<file path="src/rtl/mult_pipe.sv">
// Pipelined fixed-point multiplier with valid/ready handshake, per-transaction sign select.
// Define MULT_SAT_EN to clamp overflowing results instead of wrapping.
module mult_pipe #(
  parameter int IN_WL     = 16,
  parameter int OUT_WL    = 16,
  parameter int FRAC_BITS = 0,
  parameter int STAGES    = 3
) (
  input  logic              clk,
  input  logic              rstb,
  input  logic              in_valid,
  output logic              in_ready,
  input  logic [IN_WL-1:0]  a,
  input  logic [IN_WL-1:0]  b,
  input  logic              sgn,
  output logic              out_valid,
  input  logic              out_ready,
  output logic [OUT_WL-1:0] r,
  output logic              ovf
);

  localparam int PW = 2 * IN_WL;

`ifdef MULT_SAT_EN
  localparam logic [OUT_WL-1:0] ALL1 = {OUT_WL{1'b1}};
  localparam logic [OUT_WL-1:0] SMAX = ALL1 >> 1;
  localparam logic [OUT_WL-1:0] SMIN = ~SMAX;
`endif

  logic              en;
  logic              op_v;
  logic              op_sgn;
  logic [IN_WL-1:0]  op_a;
  logic [IN_WL-1:0]  op_b;
  logic [PW-1:0]     ext_a;
  logic [PW-1:0]     ext_b;
  logic [PW-1:0]     prod;
  logic [PW-1:0]     s_uns;
  logic [PW-1:0]     s;
  logic signed [PW-1:0] s_sgn;
  logic signed [PW-1:0] hi_sgn;
  logic              ovf_c;
  logic [OUT_WL-1:0] r_c;

  logic [STAGES:1]   v_q;
  logic [STAGES:1]   ovf_q;
  logic [OUT_WL-1:0] r_q [1:STAGES];

  assign en       = out_ready || !out_valid;
  assign in_ready = en;

  // Operands are registered on the accept edge; results then take STAGES more edges.
  always_ff @(posedge clk or negedge rstb) begin
    if (!rstb) begin
      op_v   <= 1'b0;
      op_sgn <= 1'b0;
      op_a   <= '0;
      op_b   <= '0;
    end else if (en) begin
      op_v   <= in_valid;
      op_sgn <= sgn;
      op_a   <= a;
      op_b   <= b;
    end
  end

  always_comb begin
    ext_a  = op_sgn ? {{IN_WL{op_a[IN_WL-1]}}, op_a} : {{IN_WL{1'b0}}, op_a};
    ext_b  = op_sgn ? {{IN_WL{op_b[IN_WL-1]}}, op_b} : {{IN_WL{1'b0}}, op_b};
    prod   = ext_a * ext_b;
    s_uns  = prod >> FRAC_BITS;
    s_sgn  = $signed(prod) >>> FRAC_BITS;
    s      = op_sgn ? $unsigned(s_sgn) : s_uns;
    // Signed fit means every bit from OUT_WL-1 upward equals the sign.
    hi_sgn = $signed(s) >>> (OUT_WL - 1);
    ovf_c  = op_sgn ? !((&hi_sgn) || (~|hi_sgn)) : (|(s >> OUT_WL));
    r_c    = s[OUT_WL-1:0];
`ifdef MULT_SAT_EN
    if (ovf_c) begin
      if (op_sgn) r_c = s[PW-1] ? SMIN : SMAX;
      else        r_c = ALL1;
    end
`endif
  end

  always_ff @(posedge clk or negedge rstb) begin
    if (!rstb) begin
      v_q   <= '0;
      ovf_q <= '0;
      for (int i = 1; i <= STAGES; i++) r_q[i] <= '0;
    end else if (en) begin
      v_q[1]   <= op_v;
      ovf_q[1] <= ovf_c;
      r_q[1]   <= r_c;
      for (int i = 2; i <= STAGES; i++) begin
        v_q[i]   <= v_q[i-1];
        ovf_q[i] <= ovf_q[i-1];
        r_q[i]   <= r_q[i-1];
      end
    end
  end

  assign out_valid = v_q[STAGES];
  assign ovf       = ovf_q[STAGES];
  assign r         = r_q[STAGES];

endmodule

</file>
<file path="config.mk">
export PLATFORM = sky130hd
export DESIGN_NAME = mult_pipe
export DESIGN_NICKNAME = d
export VERILOG_FILES = /design/src/rtl/mult_pipe.sv
export SDC_FILE = /design/constraint.sdc
export NUM_CORES = 1
export LEC_CHECK = 0
export ABC_CLOCK_PERIOD_IN_PS = 8100
export CORE_UTILIZATION = 55
export CTS_CLUSTER_DIAMETER = 120
export DETAILED_ROUTE_END_ITERATION = 8
export PLACE_DENSITY = 0.76
export SYNTH_ARGS = -nofsm -noshare
export SYNTH_HDL_FRONTEND = slang
export SYNTH_SLANG_ARGS = --single-unit
export TNS_END_PERCENT = 50
</file>
<file path="constraint.sdc">
create_clock -name clk -period 8.1 [get_ports clk]
set_clock_uncertainty 0.05 [all_clocks]
set_input_delay 1.62 -clock clk [delete_from_list [all_inputs] [get_ports clk]]
set_output_delay 1.62 -clock clk [all_outputs]
set_load 0.01 [all_outputs]
</file>
Yosys cells after proc, flatten, opt, wreduce, memory -nomap -nowiden
Index checks and enable logic that the tools add are counted.

word-level totals
  flip-flop bits (word level) = 88
  bits of input ports = 37
  output and inout bits = 19
  word-level logic and storage cells = 21

cells by class
  multiply operators = 1
  muxes and demuxes = 3
  reductions and logical operators = 8

operators by type and width
  operator           number
  $mux 32            2
  $mul 32x32->32     1
  $reduce_and 17->1  1
  $reduce_or 17->1   1
  $reduce_or 16->1   1
  $logic_not 1->1    3
  $logic_or 1x1->1   2
  $mux 1             1

Depth between registers and ports, before layout
  depth in word-level cells = 7
  depth in mapped cells = 31
  depth with buffers taken out = 28

Worst setup path after synthesis
Ideal clock, no wire load.

  kind = reg-to-reg
  start point = register op_sgn
  end point = register ovf_q[1] in the netlist's numbering
  setup time = 0.125 ns
  arrival time = 7.321 ns
  data required time = 7.925 ns
  setup slack = 0.603 ns
  stages on the path, launching flop included = 26
  path buffers = 3
  period minus slack after synthesis = 7.497 ns
  cell sequence = dfrtp_1 clkbuf_1 and2_1 clkbuf_1 nand2_1 fa_1 fa_1 fa_1 fa_1 fa_1 fa_1 fa_1 fa_1 inv_1 ha_1 clkbuf_1 nor2_1 nor3_1 o211ai_1 o211ai_2 a311o_1 xor2_1 nor3_1 nand4_1 o41ai_2 nand2_1

on the way
  longest elaborated chain between the ends = 7
  elaborated cells between the ends (all ways) = 10
  those cells by class = 1 x mul; 3 x mux; 6 x reduce/logical

ends and longest elaborated chain
  item                           line    source
  start, declared                32      logic op_sgn;
  start signal, assigned         61      op_sgn <= sgn;
  $mux 32 (on tied branches)     68, 69
  $mul 32x32->32                 70      prod = ext_a * ext_b;
  $reduce_or 17->1               76      ovf_c = op_sgn ? !((&hi_sgn) || (~|hi_sgn)) : (|(s >> OUT_WL));
  $logic_not 1->1                76
  $logic_or 1x1->1               76
  $logic_not 1->1                76
  $mux 1 (*)                     76
  end signal, assigned by index  97      ovf_q[i] <= ovf_q[i-1];
  end, declared                  46      logic [STAGES:1] ovf_q;

Every way passes the cells marked *; elsewhere a longest branch is shown, timed or not.
A chain may end at the register's enable or synchronous reset.

Final worst setup path
  start point = register op_a[9]
  end point = register ovf_q[1] in the netlist's numbering

on the way
  longest elaborated chain between the ends = 7
  elaborated cells between the ends (all ways) = 9
  those cells by class = 1 x mul; 2 x mux; 6 x reduce/logical

ends and longest elaborated chain
  item                    line  source
  start, declared         33    logic [IN_WL-1:0] op_a;
  start signal, assigned  57    op_a <= '0;
  start signal, assigned  62    op_a <= a;
  $mux 32 (*)             68    ext_a = op_sgn ? {{IN_WL{op_a[IN_WL-1]}}, op_a} : {{IN_WL{1'b0}}, op_a};
  $mul 32x32->32 (*)      70
  $reduce_or 17->1        76
  $logic_not 1->1         76
  $logic_or 1x1->1        76
  $logic_not 1->1         76
  $mux 1 (*)              76

Marked as above.

==> run_results.csv <==
group,metric,value,unit
critical_path,start_kind,"register",
yosys,ys_warn_count,0,
yosys,synth_top_area_share,42.4,%
sta,rsz0062_at_grt,"no",
cts,clockBufferDepth,2,
critical_path,crit_fanout,18,
detailed_routing,routedWlPerCell,17.6,µm
yosys,seq_area_frac_synth,13.6,%
sta,worst_pin_slew,0.933,ns
placed_design,gp_congestion,0.957,
cts,clock-sinks,88,
yosys,netlist_area,16200,µm²
sta,post-route-min-period,7.76,ns
floorplanning,die_w,174,µm
yosys,synth_top_cells_by_count,"nand2_1 (429), fa_1 (343), inv_1 (299)",
critical_path,cp-end-kind,"register",
placed_design,place.port_buffers,55,
global_routing,grt.total_usage,26.7,%
yosys,syn_inst,1743,
detailed_routing,vias,11500,
detailed_routing,ant_nets,0,
yosys,yosysMostFrequentCell,"nand2_1",
yosys,synth_cell_types,63,
finish,num_antenna_cells,0,
flow_run,maxCapViolCount,0,
global_routing,grt_max_degree,85,
cts,root_buffer,"clkbuf_16",
placed_design,hpwl,30900,µm
sta,setup_viol_count_final,0,
global_routing,grt_pass1_vias,12500,
detailed_routing,avgViaCountPerCell,5.44,
detailed_routing,drt_iter0_markers,871,
cts,post-cts-setup-buffers,0,
sta,final_max_slew_viol_count,0,
floorplanning,core_area,28900,µm²
floorplanning,ioPinCount,56,
critical_path,cp_data_arrival_time,7.96,ns
finish,drive_gt1_share,3.57,%
yosys,synth_fp_nets,2243,
yosys,async_flop_share,100,%
cts,clock_latency,0.37,ns
finish,nets,2232,
yosys,syn_avg_cell_area,9.30,µm²
cts,cts_tree,"done",
detailed_routing,post-route-drc-count,0,
yosys,synth-edff-count,0,
detailed_routing,postRouteWirelength,37400,µm
critical_path,critPathRequiredTime,8.30,ns
cts,cts_resized,0,
cts,cts_hold_buf,0,
placed_design,dp.cells,2105,
sta,timing.slew.headroom,37.8,%
floorplanning,die-area,30200,µm²
cts,path_clk_slew,0.07,ns
sta,fmax,129,MHz
yosys,synthFlopType,"dfrtp_1",
critical_path,critPathKind,"reg2reg",
finish,syn2layout_area_growth,6.91,%
cts,htree_levels,3,
global_routing,grt_overflow_total,0,
floorplanning,start_util,56.2,%
floorplanning,rows,62,
worst_hold_path,hold_class,"reg2reg",
floorplanning,die_h,174,µm
yosys,yosys-top-cells-area,"fa_1 (42%), dfrtp_1 (14%), nand2_1 (9.9%), ha_1 (9.3%), inv_1 (6.9%)",
status,status,"completed",
yosys,synth_seq_cells,88,
sta,holdWs,0.411,ns
yosys,synth_top_area_cell,"fa_1",
sta,timing_hold_violations_final,0,
finish,final_cells,2120,
global_routing,grt_pass1_wl,63200,µm
cts,numCtsBuffers,9,
sta,fin_crit_sh,95.8,%
global_routing,antenna_found_initial,0,
detailed_routing,dr.pass1.iters,5,
sta,setup_tns,0,ns
==> state kept, by name, indices dropped and copies added, names as in the netlist <==
| name | cells |
|---|---|
| op_sgn | 1 |
| v_q | 3 |
| r | 16 |
| op_a | 16 |
| ovf_q | 3 |
| op_b | 16 |
| op_v | 1 |
| r_q | 32 |
==> critical path: stages (launching register included) <==
cell and delay (ns):
dfrtp_1 0.89, nand2_1 0.35, fa_1 0.54, fa_1 0.60, fa_1 0.46, fa_1 0.50
fa_1 0.60, fa_1 0.43, fa_1 0.46, fa_1 0.51, inv_1 0.05, ha_1 0.35
inv_1 0.13, nor3_1 0.07, o211ai_1 0.22, o211ai_2 0.14, a311o_1 0.40, xor2_1 0.17
nor3_1 0.19, nand4_1 0.15, o41ai_2 0.30, nand2_1 0.09
==> cells in the final DEF, fill, tap and decap left out, drive strengths merged, types with 5 or more instances in the layout <==
| cell type | count |
|---|---|
| nand2 | 429 |
| fa | 343 |
| a21oi | 32 |
| xor2 | 13 |
| o21a | 5 |
| ha | 120 |
| o211ai | 7 |
| dfrtp | 88 |
| clkbuf | 9 |
| inv | 301 |
| and2 | 100 |
| nand3 | 5 |
| buf | 25 |
| nor2b | 5 |
| nand2b | 5 |
| nor2 | 33 |
| xnor2 | 45 |
| a211oi | 7 |
| clkdlybuf4s50 | 54 |
| and3 | 10 |
| a21o | 15 |
| nand4 | 6 |
| nor3 | 9 |
| o21ai | 21 |
==> per-stage QoR <==
stage | utilization (%) | worst slack (ns) | instance area (µm²)
after global placement | 58.8 | 0.363 | 17000
after CTS | 59.9 | 0.123 | 17300
after floorplan | - | 0.603 | 16200
after global routing | 60.1 | 0.00895 | 17300
final | 60.1 | 0.339 | 17300
after detailed placement | 58.8 | 0.162 | 17000
==> metal layers <==
layer  wire length [µm]  part of all wire (%)  vias to the layer above  GRT usage (%)
li1                   -                     -                     5187              -
met3               1540                   4.1                       94           2.63
met1              14900                    40                     5945           34.3
met5                  0                     0                        -              0
met4               1540                   4.1                        0           11.4
met2              19400                    52                      311           46.3
==> area by class of cell <==
type | count | area (µm²)
Fill cell | 2422 | 11500
Inverter | 299 | 1120
Clock buffer | 9 | 225
Clock inverter | 6 | 91.3
Tap cell | 384 | 480
Multi-Input combinational cell | 1255 | 12500
Timing Repair Buffer | 79 | 728
Sequential cell | 88 | 2200
==> cells by family after synthesis <==
family / count (synthesis) / share of synthesized area (%)
compound gates: 116 / 5.23
buf+inv: 400 / 9.66
flops: 88 / 13.6
fa+ha+maj: 463 / 51.6
xor+xnor: 58 / 3.13
simple gates: 617 / 16.7
mux: 1 / 0.0618
==> final timing paths <==
path | from | end | slack [ns] | cells after the start
min | v_q[2] | v_q[2] | 0.41 | 2
max reg2reg | op_a[9] | ovf_q[1] | 0.34 | 21
min in group asynchronous | rstb | r[2] | 1.19 | 1
max in group asynchronous | rstb | op_b[4] | 5.77 | 2
min reg2reg | v_q[2] | v_q[2] | 0.41 | 2
max | op_a[9] | ovf_q[1] | 0.34 | 21
Power is left out: the tool's default activity adds up to more than one toggle a clock period on the data nets, which glitch-free logic cannot reach.
==> RTL edit, RTL diff (same flow settings) <==
Change the parameter `OUT_WL` from 16 to 8.
--- a/src/rtl/mult_pipe.sv
+++ b/src/rtl/mult_pipe.sv
@@ -4,3 +4,3 @@
   parameter int IN_WL     = 16,
-  parameter int OUT_WL    = 16,
+  parameter int OUT_WL    = 8,
   parameter int FRAC_BITS = 0,
Ports: changed (resized r); port bits go from 56 to 48. The function was not compared with the original's and may differ.
==> RTL edit against the unedited design <==
Synthesized cell count shrank 6.0%; final area is 2.8% lower; sequential cell count fell by 24; setup slack got worse by 0.095 ns; wire length grew 1.1%; synthesized area decreased by 6.7%; critical path type unchanged.
Power is not shown: default switching activity piles up to over one toggle a cycle in this logic, so the estimate is an artifact.
==> RTL edit: results (changes against the unedited design) <==
SETUP PATH
-----------------------------------------------------------------------------------------------------
Critical Path AT                                                                              8.03 ns   +0.07 ns
Cell with the biggest individual delay on the critical path                                      fa_2
Crit Path Max Fanout                                                                                8   -10
Maximum single-stage delay on the critical path                                               0.62 ns   -0.27 ns
Depth of the worst register-to-register path                                                       24   +14%

SYNTH
-----------------------------------------------------------------------------------------------------
Gate Count Post-Synth                                                                            1638   -6.0%
Share of synthesized area spent on multiplexers                                               0.0662%   +0.0044 points
Net count after synthesis                                                                        2138   -4.7%
Most area-consuming cells after synthesis                                                fa_1, dfrtp_1, nand2_1
Sequential element share of the synthesized area                                                10.6%   -3.0 points
Xor-xnor portion of the synthesized cell area                                                   3.31%   +0.17 points
Post-synthesis share of cell area spent on full adders, half adders and majority gates          55.3%   +3.7 points
Most used DFF post-synth                                                                      dfrtp_1
Warnings from Yosys                                                                                 0   unchanged
Most frequent cells after synthesis                                                      nand2_1, fa_1, inv_1
Compound-gate portion of the synthesized area                                                   5.05%   -0.18 points

ROUTE
-----------------------------------------------------------------------------------------------------
Avg WL per Cell                                                                          18.6 microns   +5.6%
Routed via count divided by cell count                                                           5.54   +1.7%
Aggregate routed wire length                                                             37800 microns   +1.1%
Starting DRC count in detailed routing                                                            698   -20%

GLOBAL ROUTE
-----------------------------------------------------------------------------------------------------
GR Layer Usage met2                                                                             47.6%   +1.3 points
Met1 layer usage reported by global route                                                       40.8%   +6.5 points
Vias in the first global route                                                                  12.3k   -1.8%
Met3 track utilization from global routing                                                      3.62%   +0.99 points
Wire length of the first global-routing pass                                             63600 microns   +0.66%
GR Util All Layers                                                                              28.9%   +2.2 points
Maximum number of pins on one net before global-route repair                                       66   -22%

OUTCOME
-----------------------------------------------------------------------------------------------------
Run status                                                                               finished, final reports clean

PLACED DESIGN
-----------------------------------------------------------------------------------------------------
Post-detailed-placement cell area                                                         16300 sq um   -4.3%
Post-DP HPWL                                                                             31300 microns   +1.1%
Final RePlAce weighted congestion                                                               0.920   -3.8%
Post-Place Worst Slack                                                                     -0.0542 ns   -0.217 ns
IO Port Bufs                                                                                       47   -15%
Post-placement cell count                                                                        2004   -4.8%

LAYOUT
-----------------------------------------------------------------------------------------------------
Layout cell share with drive strength beyond 1                                                  9.18%   +5.6 points
Final #Nets                                                                                      2184   -2.2%

CLOCK TREE
-----------------------------------------------------------------------------------------------------
Maximum level of the CTS H-tree                                                                     3   unchanged
Clock insertion delay at the later pin of the skew report                                     0.33 ns   -0.04 ns
Number of gates resized after cts                                                                   4   +4
Maximum buffer depth of the clock tree                                                              2   unchanged

STA
-----------------------------------------------------------------------------------------------------
Max-slew headroom                                                                               44.1%   +6.3 points

## RTL edit: cell type report
class | instances | area (sq um)
clock buffer | 9 | 225
clock inverter | 7 | 103
fill | 2182 | 10100
inverter | 298 | 1120
multi-input combinational | 1185 | 12200
sequential | 64 | 1620
tap | 341 | 427
timing repair buffer | 126 | 1170
## RTL edit: worst paths after layout
path / slack, ns / endpoint / from
worst max-delay path: 0.24 / ovf_q[1] / op_a[15]
worst min-delay path: 0.41 / v_q[2] / v_q[2]
worst max register to register: 0.24 / ovf_q[1] / op_a[15]
worst min register to register: 0.41 / v_q[2] / v_q[2]
max in group asynchronous: 5.97 / op_sgn / rstb
min in group asynchronous: 1.44 / r_q[16] / rstb
## RTL edit: metal layers
| metal | routed length, microns | up-vias |
|---|---|---|
| li1 | - | 4997 |
| met1 | 15700 | 5674 |
| met2 | 18200 | 473 |
| met3 | 2590 | 94 |
| met4 | 1290 | 0 |
| met5 | 0 | - |
